$ cat src/rtl/mux_pkg.sv
// Shared definitions for the stream mux/demux family: channel select codes
// and an elaboration-time ceil(log2) helper.
package mux_pkg;

  localparam logic SEL_A = 1'b0;
  localparam logic SEL_B = 1'b1;

  // ceil(log2(n)); returns 0 for n <= 1.
  function automatic int clog2(input int n);
    int r;
    r = 0;
    for (int v = n - 1; v > 0; v = v >> 1) begin
      r++;
    end
    return r;
  endfunction

endpackage

$ cat src/rtl/stream_demux1to2_if.sv
// Bundle of the demux's input stream, both output channels and the
// per-channel delivered-beat counters.
interface stream_demux1to2_if #(
  parameter int WIDTH = 8,
  parameter int CNT_W = 8
);

  logic             in_valid;
  logic             in_ready;
  logic [WIDTH-1:0] in_data;
  logic             in_sel;

  logic             a_valid;
  logic             a_ready;
  logic [WIDTH-1:0] a_data;

  logic             b_valid;
  logic             b_ready;
  logic [WIDTH-1:0] b_data;

  logic [CNT_W-1:0] a_count;
  logic [CNT_W-1:0] b_count;

  // Demux side of the bundle.
  modport slave (
    input  in_valid, in_data, in_sel, a_ready, b_ready,
    output in_ready, a_valid, a_data, b_valid, b_data, a_count, b_count
  );

  // Producer/consumer side of the bundle.
  modport master (
    output in_valid, in_data, in_sel, a_ready, b_ready,
    input  in_ready, a_valid, a_data, b_valid, b_data, a_count, b_count
  );

endinterface

$ cat src/rtl/sync_fifo.sv
// Single-clock FIFO with registered occupancy, no push/pop bypass, and a
// read port that keeps showing the last popped word while empty.
module sync_fifo
  import mux_pkg::*;
#(
  parameter int WIDTH = 8,
  parameter int DEPTH = 4
) (
  input  logic             clk,
  input  logic             rst_n,
  input  logic             wr_en,
  input  logic [WIDTH-1:0] wr_data,
  input  logic             rd_en,
  output logic [WIDTH-1:0] rd_data,
  output logic             full,
  output logic             empty
);

  localparam int AW = clog2(DEPTH);
  localparam logic [AW:0] FULL_CNT = (AW+1)'(DEPTH);

  logic [WIDTH-1:0] mem_q [DEPTH];
  logic [AW-1:0]    wr_ptr_q, wr_ptr_d;
  logic [AW-1:0]    rd_ptr_q, rd_ptr_d;
  logic [AW:0]      cnt_q, cnt_d;
  logic [WIDTH-1:0] last_q, last_d;
  logic             do_wr, do_rd;

  assign full  = (cnt_q == FULL_CNT);
  assign empty = (cnt_q == '0);

  // Full blocks writes even when a pop lands in the same cycle.
  assign do_wr = wr_en & ~full;
  assign do_rd = rd_en & ~empty;

  always_comb begin
    wr_ptr_d = wr_ptr_q;
    rd_ptr_d = rd_ptr_q;
    cnt_d    = cnt_q;
    last_d   = last_q;
    if (do_wr) begin
      wr_ptr_d = wr_ptr_q + AW'(1);
    end
    if (do_rd) begin
      rd_ptr_d = rd_ptr_q + AW'(1);
      last_d   = mem_q[rd_ptr_q];
    end
    case ({do_wr, do_rd})
      2'b10:   cnt_d = cnt_q + (AW+1)'(1);
      2'b01:   cnt_d = cnt_q - (AW+1)'(1);
      default: cnt_d = cnt_q;
    endcase
  end

  always_ff @(posedge clk or negedge rst_n) begin
    if (!rst_n) begin
      wr_ptr_q <= '0;
      rd_ptr_q <= '0;
      cnt_q    <= '0;
      last_q   <= '0;
    end else begin
      wr_ptr_q <= wr_ptr_d;
      rd_ptr_q <= rd_ptr_d;
      cnt_q    <= cnt_d;
      last_q   <= last_d;
    end
  end

  // Storage carries no reset; emptiness is tracked by the occupancy alone.
  always_ff @(posedge clk) begin
    if (do_wr) begin
      mem_q[wr_ptr_q] <= wr_data;
    end
  end

  assign rd_data = empty ? last_q : mem_q[rd_ptr_q];

endmodule

$ cat src/rtl/stream_demux1to2.sv
// Splits one valid/ready stream into channels a and b by in_sel; each channel
// is buffered independently so a stalled consumer never blocks the other.
module stream_demux1to2
  import mux_pkg::*;
#(
  parameter int WIDTH = 8,
  parameter int DEPTH = 4,
  parameter int CNT_W = 8
) (
  input  logic                clk,
  input  logic                rst_n,
  stream_demux1to2_if.slave   bus
);

  logic             a_full, a_empty, b_full, b_empty;
  logic             in_ready;
  logic             a_push, b_push, a_pop, b_pop;
  logic [WIDTH-1:0] a_rd_data, b_rd_data;
  logic [CNT_W-1:0] a_cnt_q, a_cnt_d, b_cnt_q, b_cnt_d;

  // Ready depends only on the selected channel's fullness, never on x_ready.
  assign in_ready = (bus.in_sel == SEL_B) ? ~b_full : ~a_full;
  assign a_push   = bus.in_valid & in_ready & (bus.in_sel == SEL_A);
  assign b_push   = bus.in_valid & in_ready & (bus.in_sel == SEL_B);
  assign a_pop    = ~a_empty & bus.a_ready;
  assign b_pop    = ~b_empty & bus.b_ready;

  sync_fifo #(
    .WIDTH (WIDTH),
    .DEPTH (DEPTH)
  ) u_fifo_a (
    .clk     (clk),
    .rst_n   (rst_n),
    .wr_en   (a_push),
    .wr_data (bus.in_data),
    .rd_en   (bus.a_ready),
    .rd_data (a_rd_data),
    .full    (a_full),
    .empty   (a_empty)
  );

  sync_fifo #(
    .WIDTH (WIDTH),
    .DEPTH (DEPTH)
  ) u_fifo_b (
    .clk     (clk),
    .rst_n   (rst_n),
    .wr_en   (b_push),
    .wr_data (bus.in_data),
    .rd_en   (bus.b_ready),
    .rd_data (b_rd_data),
    .full    (b_full),
    .empty   (b_empty)
  );

  always_comb begin
    a_cnt_d = a_cnt_q;
    b_cnt_d = b_cnt_q;
    if (a_pop) begin
      a_cnt_d = a_cnt_q + CNT_W'(1);
    end
    if (b_pop) begin
      b_cnt_d = b_cnt_q + CNT_W'(1);
    end
  end

  always_ff @(posedge clk or negedge rst_n) begin
    if (!rst_n) begin
      a_cnt_q <= '0;
      b_cnt_q <= '0;
    end else begin
      a_cnt_q <= a_cnt_d;
      b_cnt_q <= b_cnt_d;
    end
  end

  assign bus.in_ready = in_ready;
  assign bus.a_valid  = ~a_empty;
  assign bus.a_data   = a_rd_data;
  assign bus.b_valid  = ~b_empty;
  assign bus.b_data   = b_rd_data;
  assign bus.a_count  = a_cnt_q;
  assign bus.b_count  = b_cnt_q;

endmodule
$ cat src/flat_wrapper.sv
// flat-port wrapper written by rule: the top's interface ports become plain ports
module stream_demux1to2_flat import mux_pkg::*;
#(
  parameter int WIDTH = 8,
  parameter int DEPTH = 4,
  parameter int CNT_W = 8
)
  (clk, rst_n, bus_in_valid, bus_in_data, bus_in_sel, bus_a_ready, bus_b_ready, bus_in_ready, bus_a_valid, bus_a_data, bus_b_valid, bus_b_data, bus_a_count, bus_b_count);
  stream_demux1to2_if #(.WIDTH(WIDTH), .CNT_W(CNT_W)) bus_i ();
  input  logic clk;
  input  logic rst_n;
  input wire logic [$bits(bus_i.in_valid)-1:0] bus_in_valid;
  input wire logic [$bits(bus_i.in_data)-1:0] bus_in_data;
  input wire logic [$bits(bus_i.in_sel)-1:0] bus_in_sel;
  input wire logic [$bits(bus_i.a_ready)-1:0] bus_a_ready;
  input wire logic [$bits(bus_i.b_ready)-1:0] bus_b_ready;
  output wire logic [$bits(bus_i.in_ready)-1:0] bus_in_ready;
  output wire logic [$bits(bus_i.a_valid)-1:0] bus_a_valid;
  output wire logic [$bits(bus_i.a_data)-1:0] bus_a_data;
  output wire logic [$bits(bus_i.b_valid)-1:0] bus_b_valid;
  output wire logic [$bits(bus_i.b_data)-1:0] bus_b_data;
  output wire logic [$bits(bus_i.a_count)-1:0] bus_a_count;
  output wire logic [$bits(bus_i.b_count)-1:0] bus_b_count;
  assign bus_i.in_valid = bus_in_valid;
  assign bus_i.in_data = bus_in_data;
  assign bus_i.in_sel = bus_in_sel;
  assign bus_i.a_ready = bus_a_ready;
  assign bus_i.b_ready = bus_b_ready;
  assign bus_in_ready = bus_i.in_ready;
  assign bus_a_valid = bus_i.a_valid;
  assign bus_a_data = bus_i.a_data;
  assign bus_b_valid = bus_i.b_valid;
  assign bus_b_data = bus_i.b_data;
  assign bus_a_count = bus_i.a_count;
  assign bus_b_count = bus_i.b_count;
  stream_demux1to2 #(.WIDTH(WIDTH), .DEPTH(DEPTH), .CNT_W(CNT_W)) u_core (.clk(clk), .rst_n(rst_n), .bus(bus_i));
endmodule
$ cat config.mk
export PLATFORM = sky130hd
export DESIGN_NAME = stream_demux1to2_flat
export DESIGN_NICKNAME = d
export VERILOG_FILES = /design/src/rtl/mux_pkg.sv /design/src/rtl/stream_demux1to2_if.sv /design/src/rtl/sync_fifo.sv /design/src/rtl/stream_demux1to2.sv /design/src/flat_wrapper.sv
export SDC_FILE = /design/constraint.sdc
export NUM_CORES = 1
export LEC_CHECK = 0
export ABC_AREA = 1
export BUFFER_PORTS_ARGS = -buffer_cell sky130_fd_sc_hd__buf_2
export CAP_MARGIN = 15
export CORE_ASPECT_RATIO = 0.75
export CORE_UTILIZATION = 43
export CTS_BUF_LIST = sky130_fd_sc_hd__clkbuf_4 sky130_fd_sc_hd__clkbuf_8
export DETAILED_ROUTE_END_ITERATION = 12
export GPL_TIMING_DRIVEN = 0
export PLACE_DENSITY = 0.71
export SYNTH_ARGS = -nofsm -noshare
export SYNTH_HDL_FRONTEND = slang
export SYNTH_SLANG_ARGS = --single-unit
$ cat constraint.sdc
create_clock -name clk -period 2.1 [get_ports clk]
set_input_delay 0.21 -clock clk [delete_from_list [all_inputs] [get_ports clk]]
set_output_delay 0.21 -clock clk [all_outputs]
set_load 0.02 [all_outputs]
# ---- Yosys cells after proc, flatten, opt, wreduce, memory -nomap -nowiden
# Memory sizes are Yosys's and may differ from the RTL's.
# Cells that the tools add are included.
# W data, S select, Z words.
dict set report totals {
  regBits 46
  mem_bits_rw 64
  in_bits 14
  output_inout_bits 35
  wordCells 53
  memories 2
}
dict set report op_classes {
  add_sub_neg 10
  eq_ne 6
  muxes 9
  n_bitwise 12
  reduce_logical 4
}
# memory depth word_bits rd rd_clocked_by_memory_dff wr line_no
set mem_list {}
lappend mem_list {u_core.u_fifo_a.mem_q 4 8 1 0 1 sync_fifo.sv:22} ;# logic [WIDTH-1:0] mem_q [DEPTH];
lappend mem_list {u_core.u_fifo_b.mem_q 4 8 1 0 1 sync_fifo.sv:22}
# cell n
set op_table {}
lappend op_table {{$add A8 B1 Y8 const B} 2}
lappend op_table {{$mux W8} 2}
lappend op_table {{$pmux W3 S2} 2}
lappend op_table {{$add A2 B1 Y2 const B} 4}
lappend op_table {{$and A1 B1 Y1} 7}
lappend op_table {{$add A3 B1 Y3 const B} 2}
lappend op_table {{$eq A3 B3 Y1 const B} 2}
lappend op_table {{$logic_not A3 Y1} 2}
lappend op_table {{$sub A3 B1 Y3 const B} 2}
lappend op_table {{$mux W1} 5}
lappend op_table {{$not A1 Y1} 5}
lappend op_table {{$eq A2 B1 Y1 const B} 2}
lappend op_table {{$eq A2 B2 Y1 const B} 2}
lappend op_table {{$reduce_bool A2 Y1} 2}

# ---- Longest topological paths before layout
# Gate-level depths: netlist (run 1).
dict set report depth {
  word_depth 8
  ltp_mapped 11
  ltp_nobuf 10
}

# ---- Hierarchy
# A second synthesis (run 1) with hierarchy kept.
dict set report hier_totals {
  hier_cells 492
  area_unflattened_um2 5021.1
}
# module instances cells_each area_per_inst_um2 seq_area_each_um2
set by_module_without_submodules {}
lappend by_module_without_submodules {sync_fifo 2 196 2092.0 1336.3}
lappend by_module_without_submodules {stream_demux1to2 1 100 837.1 400.4}

# ---- Worst setup path after synthesis (run 1)
# No wires, ideal clock.
dict set report synth_path {
  path_kind {reg-to-reg}
  from {register u_core.u_fifo_a.cnt_q[0]}
  to {register u_core.u_fifo_a.cnt_q[2]}
  setup_time_ns 0.079
  arrival_time_ns 1.897
  required_time_ns 2.021
  slack_ns 0.124
  path_stages_with_launch 12
  n_path_buf 1
  cell_sequence {dfrtp_1 nor2_2 nand2_2 nand2_2 buf_6 inv_2 ha_1 inv_1 fa_1 or2_2 nand2_1 xor2_1}
}
dict set report synth_via {
  elab_cells_between_ends 15
  cone_classes {2 x add/sub; 3 x eq/ne; 2 x mux; 6 x bitwise; 2 x reduce/logical}
}
# element line_no
set synth_rtl {}
lappend synth_rtl {{start: declaration} sync_fifo.sv:25} ;# logic [AW:0] cnt_q, cnt_d;
lappend synth_rtl {{start signal: assignment} sync_fifo.sv:64} ;# cnt_q <= cnt_d;
lappend synth_rtl {{$logic_not A3 Y1 *} sync_fifo.sv:30} ;# assign empty = (cnt_q == '0);
lappend synth_rtl {{$not A1 Y1 *} -}
lappend synth_rtl {{named net bus_a_valid} flat_wrapper.sv:18} ;# output wire logic [$bits(bus_i.a_valid)-1:0] bus_a_valid;
lappend synth_rtl {{$and A1 B1 Y1 *} sync_fifo.sv:34} ;# assign do_rd = rd_en & ~empty;
lappend synth_rtl {{named net u_core.a_pop} stream_demux1to2.sv:17} ;# logic a_push, b_push, a_pop, b_pop;
lappend synth_rtl {{$eq A2 B1 Y1 / $eq A2 B2 Y1 (equally long branches)} sync_fifo.sv:48} ;# case ({do_wr, do_rd})
lappend synth_rtl {{$pmux W3 S2 / $reduce_bool A2 Y1 (equally long branches)} -}
# Mark *: on every way through the listed nets, which the timed path passes. The rest lies on a longest branch.
# A chain may end at the register's enable or synchronous reset.

# ---- Worst setup path in the final report (run 1)
dict set report layout_path {
  from {register u_core.u_fifo_a.cnt_q[1]}
  to {register u_core.u_fifo_a.cnt_q[2]}
}
dict set report layout_via {
  elab_cells_between_ends 15
  cone_classes {2 x add/sub; 3 x eq/ne; 2 x mux; 6 x bitwise; 2 x reduce/logical}
}
# element line_no
set layout_rtl {}
lappend layout_rtl {{$logic_not A3 Y1 *} sync_fifo.sv:30}
lappend layout_rtl {{$not A1 Y1 *} -}
lappend layout_rtl {{$and A1 B1 Y1 *} -}
lappend layout_rtl {{named net u_core.a_pop} stream_demux1to2.sv:17}
lappend layout_rtl {{$eq A2 B1 Y1 / $eq A2 B2 Y1 (equally long branches)} sync_fifo.sv:48}
lappend layout_rtl {{$pmux W3 S2 / $reduce_bool A2 Y1 (equally long branches)} -}
# Marks and branches as above.

==> results of run 1 <==
==> report_power, final <==
group | leakage [uW] | internal (uW) | switching (uW)
combinational | 0.00129 | 1330 | 2460
clock | 0.0000909 | 454 | 736
sequential | 0.00115 | 2830 | 328
==> per-stage QoR <==
step	instance area, um^2	instances	setup WS (ns)	utilization
finish	5720	710	0.0769	0.517
CTS	5560	697	0.0141	0.502
detailed placement	5370	680	-0.0324	0.485
global placement	5370	680	0.0226	0.485
global route	5720	710	-0.0121	0.517
floorplan	4950	492	0.124	-
==> routing by layer <==
layer  wire, um  part of all wire
met4         87            0.0083
met3        617             0.059
met2       4670              0.45
met1       5060              0.48
met5          0                 0
==> registers in the layout, indices dropped and copies added, names as in the netlist <==
signal / flops
u_core.u_fifo_a.rd_ptr_q: 2
u_core.u_fifo_b.cnt_q: 3
u_core.u_fifo_a.mem_q: 32
u_core.u_fifo_b.mem_q: 32
u_core.u_fifo_a.wr_ptr_q: 2
u_core.u_fifo_b.wr_ptr_q: 2
u_core.u_fifo_b.rd_ptr_q: 2
u_core.bus.a_count: 8
u_core.u_fifo_b.last_q: 8
u_core.bus.b_count: 8
u_core.u_fifo_a.last_q: 8
u_core.u_fifo_a.cnt_q: 3
==> worst max path at each step <==
stage | from | end | slack (ns) | cells after the start
floorplan | u_core.u_fifo_a.cnt_q[0]$_DFFE_PN0P_ | u_core.u_fifo_a.cnt_q[2]$_DFFE_PN0P_ | 0.12 | 11
global placement | u_core.u_fifo_a.cnt_q[0]$_DFFE_PN0P_ | u_core.u_fifo_a.cnt_q[2]$_DFFE_PN0P_ | 0.02 | 11
detailed placement | u_core.u_fifo_b.cnt_q[0]$_DFFE_PN0P_ | u_core.u_fifo_b.cnt_q[2]$_DFFE_PN0P_ | -0.03 | 10
CTS | u_core.u_fifo_b.cnt_q[0]$_DFFE_PN0P_ | u_core.u_fifo_b.cnt_q[2]$_DFFE_PN0P_ | 0.01 | 10
global route | u_core.u_fifo_a.cnt_q[0]$_DFFE_PN0P_ | u_core.u_fifo_a.cnt_q[2]$_DFFE_PN0P_ | -0.01 | 11
finish | u_core.u_fifo_a.cnt_q[1]$_DFFE_PN0P_ | u_core.u_fifo_a.cnt_q[2]$_DFFE_PN0P_ | 0.08 | 11
==> logic make-up after synthesis <==
group | Yosys count
AO/OA/AOI/OAI | 46
flip-flops | 110
buffers and inverters | 59
AND/OR/NAND/NOR | 252
XOR/XNOR | 11
adder cells (fa/ha/maj) | 14
==> placed cells by master, fill, tap and decap left out, types with 4 or more instances in the layout <==
cell	n
nand2_2	5
buf_2	51
inv_6	4
a21oi_1	4
edfxtp_1	64
buf_6	6
o21ai_1	18
xor2_1	8
inv_2	5
nand3_1	38
nand2_1	176
clkbuf_8	9
ha_1	11
nor2_1	22
buf_4	16
inv_1	35
o21ai_0	22
dfrtp_1	46
==> cell type report <==
class	instances	area, um^2
Fill cell	987	5350
Sequential cell	110	3070
Multi-Input combinational cell	323	1600
Timing Repair Buffer	62	360
Inverter	44	179
Tap cell	140	175
Buffer	15	153
Clock buffer	10	131
Clock inverter	6	43.8
==> timing repair <==
item                                   in CTS  in global routing
setup buffers                               1                 11
pin swaps                                   0                  5
endpoints found under the hold margin       0                 19
setup endpoints to repair                   2                  7
hold buffers                                0                  1
resized for setup                           2                 18
==> critical path: cells and delay by family, from the launching register on <==
kind          cells  cell delay [ns]
simple gates      5             0.62
fa+ha+maj         2             0.50
flops             1             0.40
buf+inv           3             0.29
xor+xnor          1             0.14
==> impl_metrics.toml, run 1 <==
[routing]
routed_wl_um = 10400
ant_nets = 0
drc = 0
wire_per_inst_um = 14.7
vias = 3536
drt_pass1_iterations = 5
viasPerCell = 4.98
drtIter0Drc = 261

[synthesis]
avgSynthCellArea_um2 = 10.1
netlist_top_cells_area = "edfxtp_1 39%, dfrtp_1 23%, nand2_1 13%"
syn-instance-count = 492
synth_edf_count = 64
syn_nets = 520
synth-async-reset-ratio = 0.418
yosysTopAreaCell = "edfxtp_1"
synth_seq_cells = 110
synth_top_family_by_area = "simple AND/OR/NAND/NOR gates"
post-synth-top-count-cell = "nand2_1"
syn_area_um2 = 4950
synthXorXnorAreaFrac = 0.0194
synth-main-ff-cell = "edfxtp_1"
synth_compound_area_frac = 0.0480
synth.top_cell.area_share = 0.388
synth_mux_area_frac = 0
synthAdderAreaFrac = 0.0384
yosysUniqueCellTypes = 27
synthTopCellsByCount = "178 x nand2_1, 64 x edfxtp_1, 46 x dfrtp_1"
synth-simple-area-share = 0.211
yosysSeqAreaShare = 0.620
ys_warn_count = 0

[layout]
layout.nets = 593
num_antenna_cells = 0
area_delta_synth_final_pct = 15.4
drive_gt1_frac = 0.209

[critical_path]
critPathCaptureType = "flop"
cpMostUsedCell = "nand2_2"
start_kind = "flop"
cp_max_fo = 10
path_cells = "nor2_2 > nand2_2 > nand2_2 > buf_12 > inv_6 > ha_2 > inv_2 > fa_2 > or2_2 > nand2_1 > xor2_1"
cp.required_ns = 2.41
reg2reg_to = "u_core.u_fifo_a.cnt_q[2]$_DFFE_PN0P_"
reg2reg_setup_slack_ns = 0.08
crit_type = "reg -> reg"
slowest_delay_ns = 0.40
arrival_ns = 2.34
crit_slowest_cell = "dfrtp_1"
r2r_start = "u_core.u_fifo_a.cnt_q[1]$_DFFE_PN0P_"
r2r_cells = 11

[floorplan]
core-area_um2 = 11100
core.rowCount = 33
initial_utilization = 0.448
die_x_um = 126
io_pins = 49
fp.dieH_um = 95.0
die-area_um2 = 12000

[sta]
finalHoldViolCount = 0
tightest_slew_ns = 0.856
setup-violations-final = 0
hold-worst-slack_ns = 0.128
layout_min_cycle_time_ns = 2.02
period_share = 0.963
rsz0062_at_grt = "yes"
timing.slew.headroom = 0.427
fmax_mhz = 494
finClkSkew_ns = 0.0121
tns_ns = 0
final_max_slew_viol_count = 0

[cts]
clock_sinks = 110
htree_num_levels = 3
root_buffer = "clkbuf_8"
tritoncts = "done"
cts_buffers = 9
clockBufferDepth = 2
path_clk_slew_ns = 0.10
clk_latency_ns = 0.38

[place]
dp_hpwl_um = 7150
io_buffers = 48
routabilityCongestion = 0.796

[run]
cap_viol_max_count = 0

[global_route]
overflow = 0
met3_usage = 0.0510
grtUsageMet2 = 0.273
groute.usage.overall = 0.186
grt_start_max_net_pins = 47
grt_pass1_wl_um = 16600
grt_use_met1 = 0.272
busiest_layer = "met2"
grt_antenna_before_repair = 0
grt_pass1_vias = 3233

[power]
peakVddDrop_mv = 0.507
leakagePower_uw = 0.00253
p_total_uw = 8130
pwr_density_cell_nw_per_um2 = 1420

[outcome]
outcome = "complete, no violations"

[min_path]
holdPathStages = 1
worstHoldStart = "bus_in_data[5]"
hold_class = "in -> reg"
worstHoldEndpoint = "u_core.u_fifo_b.mem_q[3][5]$_DFFE_PP_"
No activity file was read; power rests on OpenSTA's default activity.
==> run 2: changes to the inputs <==
--- a/config.mk
+++ b/config.mk
@@ -9,11 +9,12 @@
 export BUFFER_PORTS_ARGS = -buffer_cell sky130_fd_sc_hd__buf_2
 export CAP_MARGIN = 15
 export CORE_ASPECT_RATIO = 0.75
-export CORE_UTILIZATION = 43
+export CORE_UTILIZATION = 60
 export CTS_BUF_LIST = sky130_fd_sc_hd__clkbuf_4 sky130_fd_sc_hd__clkbuf_8
 export DETAILED_ROUTE_END_ITERATION = 12
 export GPL_TIMING_DRIVEN = 0
-export PLACE_DENSITY = 0.71
+export PLACE_DENSITY = 0.91
 export SYNTH_ARGS = -nofsm -noshare
 export SYNTH_HDL_FRONTEND = slang
+export SYNTH_HIERARCHICAL = 1
 export SYNTH_SLANG_ARGS = --single-unit
==> run 2 against run 1 <==
Compared with the run above:
- global-route usage is 7.3 points higher
- non-clock buffer count is 7 lower
- critical path depth is 5 lower
- combinational power is 10% higher
- final area is 0.50% higher
- flip-flop and latch count stayed put
- sequential power is 3% higher
- worst setup slack worse by 0.030 ns
- final cell count is 5.2% lower
- critical path type unchanged
==> impl_metrics.toml, run 2 <==
[critical_path]
cp_top_family = "simple AND/OR/NAND/NOR gates"
slowest_delay_ns = 0.64
crit_slowest_cell = "nor2_1"
critPathCaptureType = "flop"
start_kind = "flop"
crit_type = "reg -> reg"
critPathLaunch = "u_core/u_fifo_b/cnt_q[0]$_DFFE_PN0P_"
reg2reg_setup_slack_ns = 0.05
cp.required_ns = 2.11
r2r_start = "u_core/u_fifo_b/cnt_q[0]$_DFFE_PN0P_"
setup.worst_path.end = "u_core/u_fifo_b/mem_q[3][1]$_DFFE_PP_"
path_cells = "nor2_4 > nand2_2 > inv_1 > nor3b_2 > nand2_2 > nor2_1"
reg2reg_to = "u_core/u_fifo_b/mem_q[3][1]$_DFFE_PP_"
cpMostUsedCell = "nand2_2"
r2r_cells = 6
arrival_ns = 2.06
path_depth = 6
cp_max_fo = 8
cp_num_buf_inv = 1

[place]
place_ws_ns = -0.193
dp_cells = 645
dp_hpwl_um = 7070
place_area_um2 = 5390
io_buffers = 48
routabilityCongestion = 0.752

[global_route]
grt_pass1_wl_um = 16600
groute.usage.overall = 0.259
grt_pass1_vias = 3528
grt_antenna_before_repair = 0
grt_start_max_net_pins = 47
overflow = 0
grt_use_met1 = 0.311
busiest_layer = "met2"
grtUsageMet2 = 0.436
met3_usage = 0.0795

[sta]
fmax_mhz = 487
rsz0062_at_grt = "no"
timing.slew.headroom = 0.464
finalHoldViolCount = 0
layout_min_cycle_time_ns = 2.05
period_share = 0.978
setup-violations-final = 0
finalWorstSetupSlack_ns = 0.0466
final_max_slew_viol_count = 0
finClkSkew_ns = 0.00947
tightest_slew_ns = 0.800

[layout]
num_antenna_cells = 0
top_regs = "u_core/u_fifo_a/mem_q: 32 flops, u_core/u_fifo_b/mem_q: 32 flops"
design_area_um2 = 5740
layout_common_cells = "174 x nand2_1, 75 x nand3_1, 64 x edfxtp_1, 52 x buf_2"
finalNonFillerCells = 673
nFillCells = 509
drive_gt1_frac = 0.217
layout.nets = 591
area_delta_synth_final_pct = 14.4
final_common_cell = "nand2_1"

[floorplan]
io_pins = 49
initial_utilization = 0.629
fp.dieH_um = 81.2
core-area_um2 = 7990
core.rowCount = 28
die_x_um = 108
die-area_um2 = 8740

[routing]
drt_pass1_iterations = 8
wire_per_inst_um = 16.3
drtIter0Drc = 314
viasPerCell = 5.53
drc = 0
vias = 3722
routed_wl_um = 10900
ant_nets = 0

[cts]
path_clk_slew_ns = 0.10
htree_num_levels = 3
clk_latency_ns = 0.38
root_buffer = "clkbuf_8"
clock_sinks = 110
clockBufferDepth = 2
tritoncts = "done"
cts_buffers = 9

[synthesis]
avgSynthCellArea_um2 = 10.2
syn_area_um2 = 5020
yosysSeqAreaShare = 0.612
ys_warn_count = 6
synth_edf_count = 64
synth_seq_cells = 110
netlist_top_cells_area = "edfxtp_1 38%, dfrtp_1 23%, nand2_1 13%"
post-synth-top-count-cell = "nand2_1"
yosysTopAreaCell = "edfxtp_1"
yosysUniqueCellTypes = 26
syn-instance-count = 492
synthTopCellsByCount = "176 x nand2_1, 75 x nand3_1, 64 x edfxtp_1"
syn_nets = 520
synth.top_cell.area_share = 0.383
synth-async-reset-ratio = 0.418
synth-main-ff-cell = "edfxtp_1"

[power]
peakVddDrop_mv = 0.731
p_total_uw = 8700
pwr_density_cell_nw_per_um2 = 1510
leakagePower_uw = 0.00266

[min_path]
hold_class = "in -> reg"

[outcome]
outcome = "complete, no violations"

[run]
cap_viol_max_count = 0
[run 2: area by class of cell]
| cell class | count | area [um^2] | share of cell area |
|---|---|---|---|
| clock inverter | 7 | 71.3 | 0.0124 |
| sequential | 110 | 3070 | 0.535 |
| timing repair buffer | 60 | 345 | 0.0601 |
| clock buffer | 9 | 124 | 0.0216 |
| buffer | 10 | 87.6 | 0.0152 |
| tap | 105 | 131 | 0.0229 |
| multi-input combinational | 319 | 1710 | 0.298 |
| inverter | 53 | 199 | 0.0346 |
[run 2: per-stage QoR]
step,hold WS [ns],setup TNS [ns],util
floorplan,-0.0856,0,-
global placement,0.453,-0.0491,0.675
detailed placement,0.465,-1.99,0.675
CTS,0.0545,-0.0173,0.704
global route,0.109,0,0.719
finish,0.115,0,0.719
[run 2: how the worst min path moves through the flow]
stage / start / end / slack [ns] / cells past startpoint
after floorplan: rst_n / u_core/bus.a_count[0]$_DFFE_PN0P_ / -0.09 / 0
after global placement: rst_n / u_core/bus.a_count[7]$_DFFE_PN0P_ / 0.45 / 1
after detailed placement: rst_n / u_core/bus.a_count[4]$_DFFE_PN0P_ / 0.46 / 1
after CTS: rst_n / u_core/u_fifo_b/cnt_q[1]$_DFFE_PN0P_ / 0.05 / 1
after global routing: bus_in_data[2] / u_core/u_fifo_b/mem_q[2][2]$_DFFE_PP_ / 0.11 / 1
final: bus_in_data[3] / u_core/u_fifo_a/mem_q[1][3]$_DFFE_PP_ / 0.12 / 1
[run 2: power breakdown]
| part | total (uW) | internal, uW | leakage, uW | switching (uW) |
|---|---|---|---|---|
| Clock | 1270 | 556 | 0.000104 | 715 |
| Combinational | 4170 | 1440 | 0.00144 | 2730 |
| Sequential | 3260 | 2850 | 0.00112 | 404 |
[run 2: timing repair]
item,CTS,global route
endpoints found under the hold margin,0,14
hold buffers,0,1
resized for setup,6,9
endpoints found under the setup margin,53,44
pin swaps,4,4
setup buffers,2,8
[run 2: worst register-to-register path: cells and delay by family, from the launching register on]
| family | cells | cell delay, ns |
|---|---|---|
| and+or+nand+nor | 5 | 1.15 |
| buffers and inverters | 1 | 0.07 |
| DFF | 1 | 0.46 |
[run 2: metal layers]
layer  share of wire  vias to the layer above  wire length (um)
li1                -                     1727                 -
met1            0.41                     1826              4440
met2            0.50                      134              5500
met3           0.063                       35               684
met4           0.029                        0               319
met5               0                        -                 0
[run 2: logic make-up after synthesis]
logic type      count (synthesis)  share of synthesized area
mux                             2                    0.00424
buf+inv                        63                     0.0571
fa+ha+maj                      14                     0.0379
simple gates                  279                      0.246
compound gates                  7                     0.0130
xor+xnor                       17                     0.0297
flops                         110                      0.612
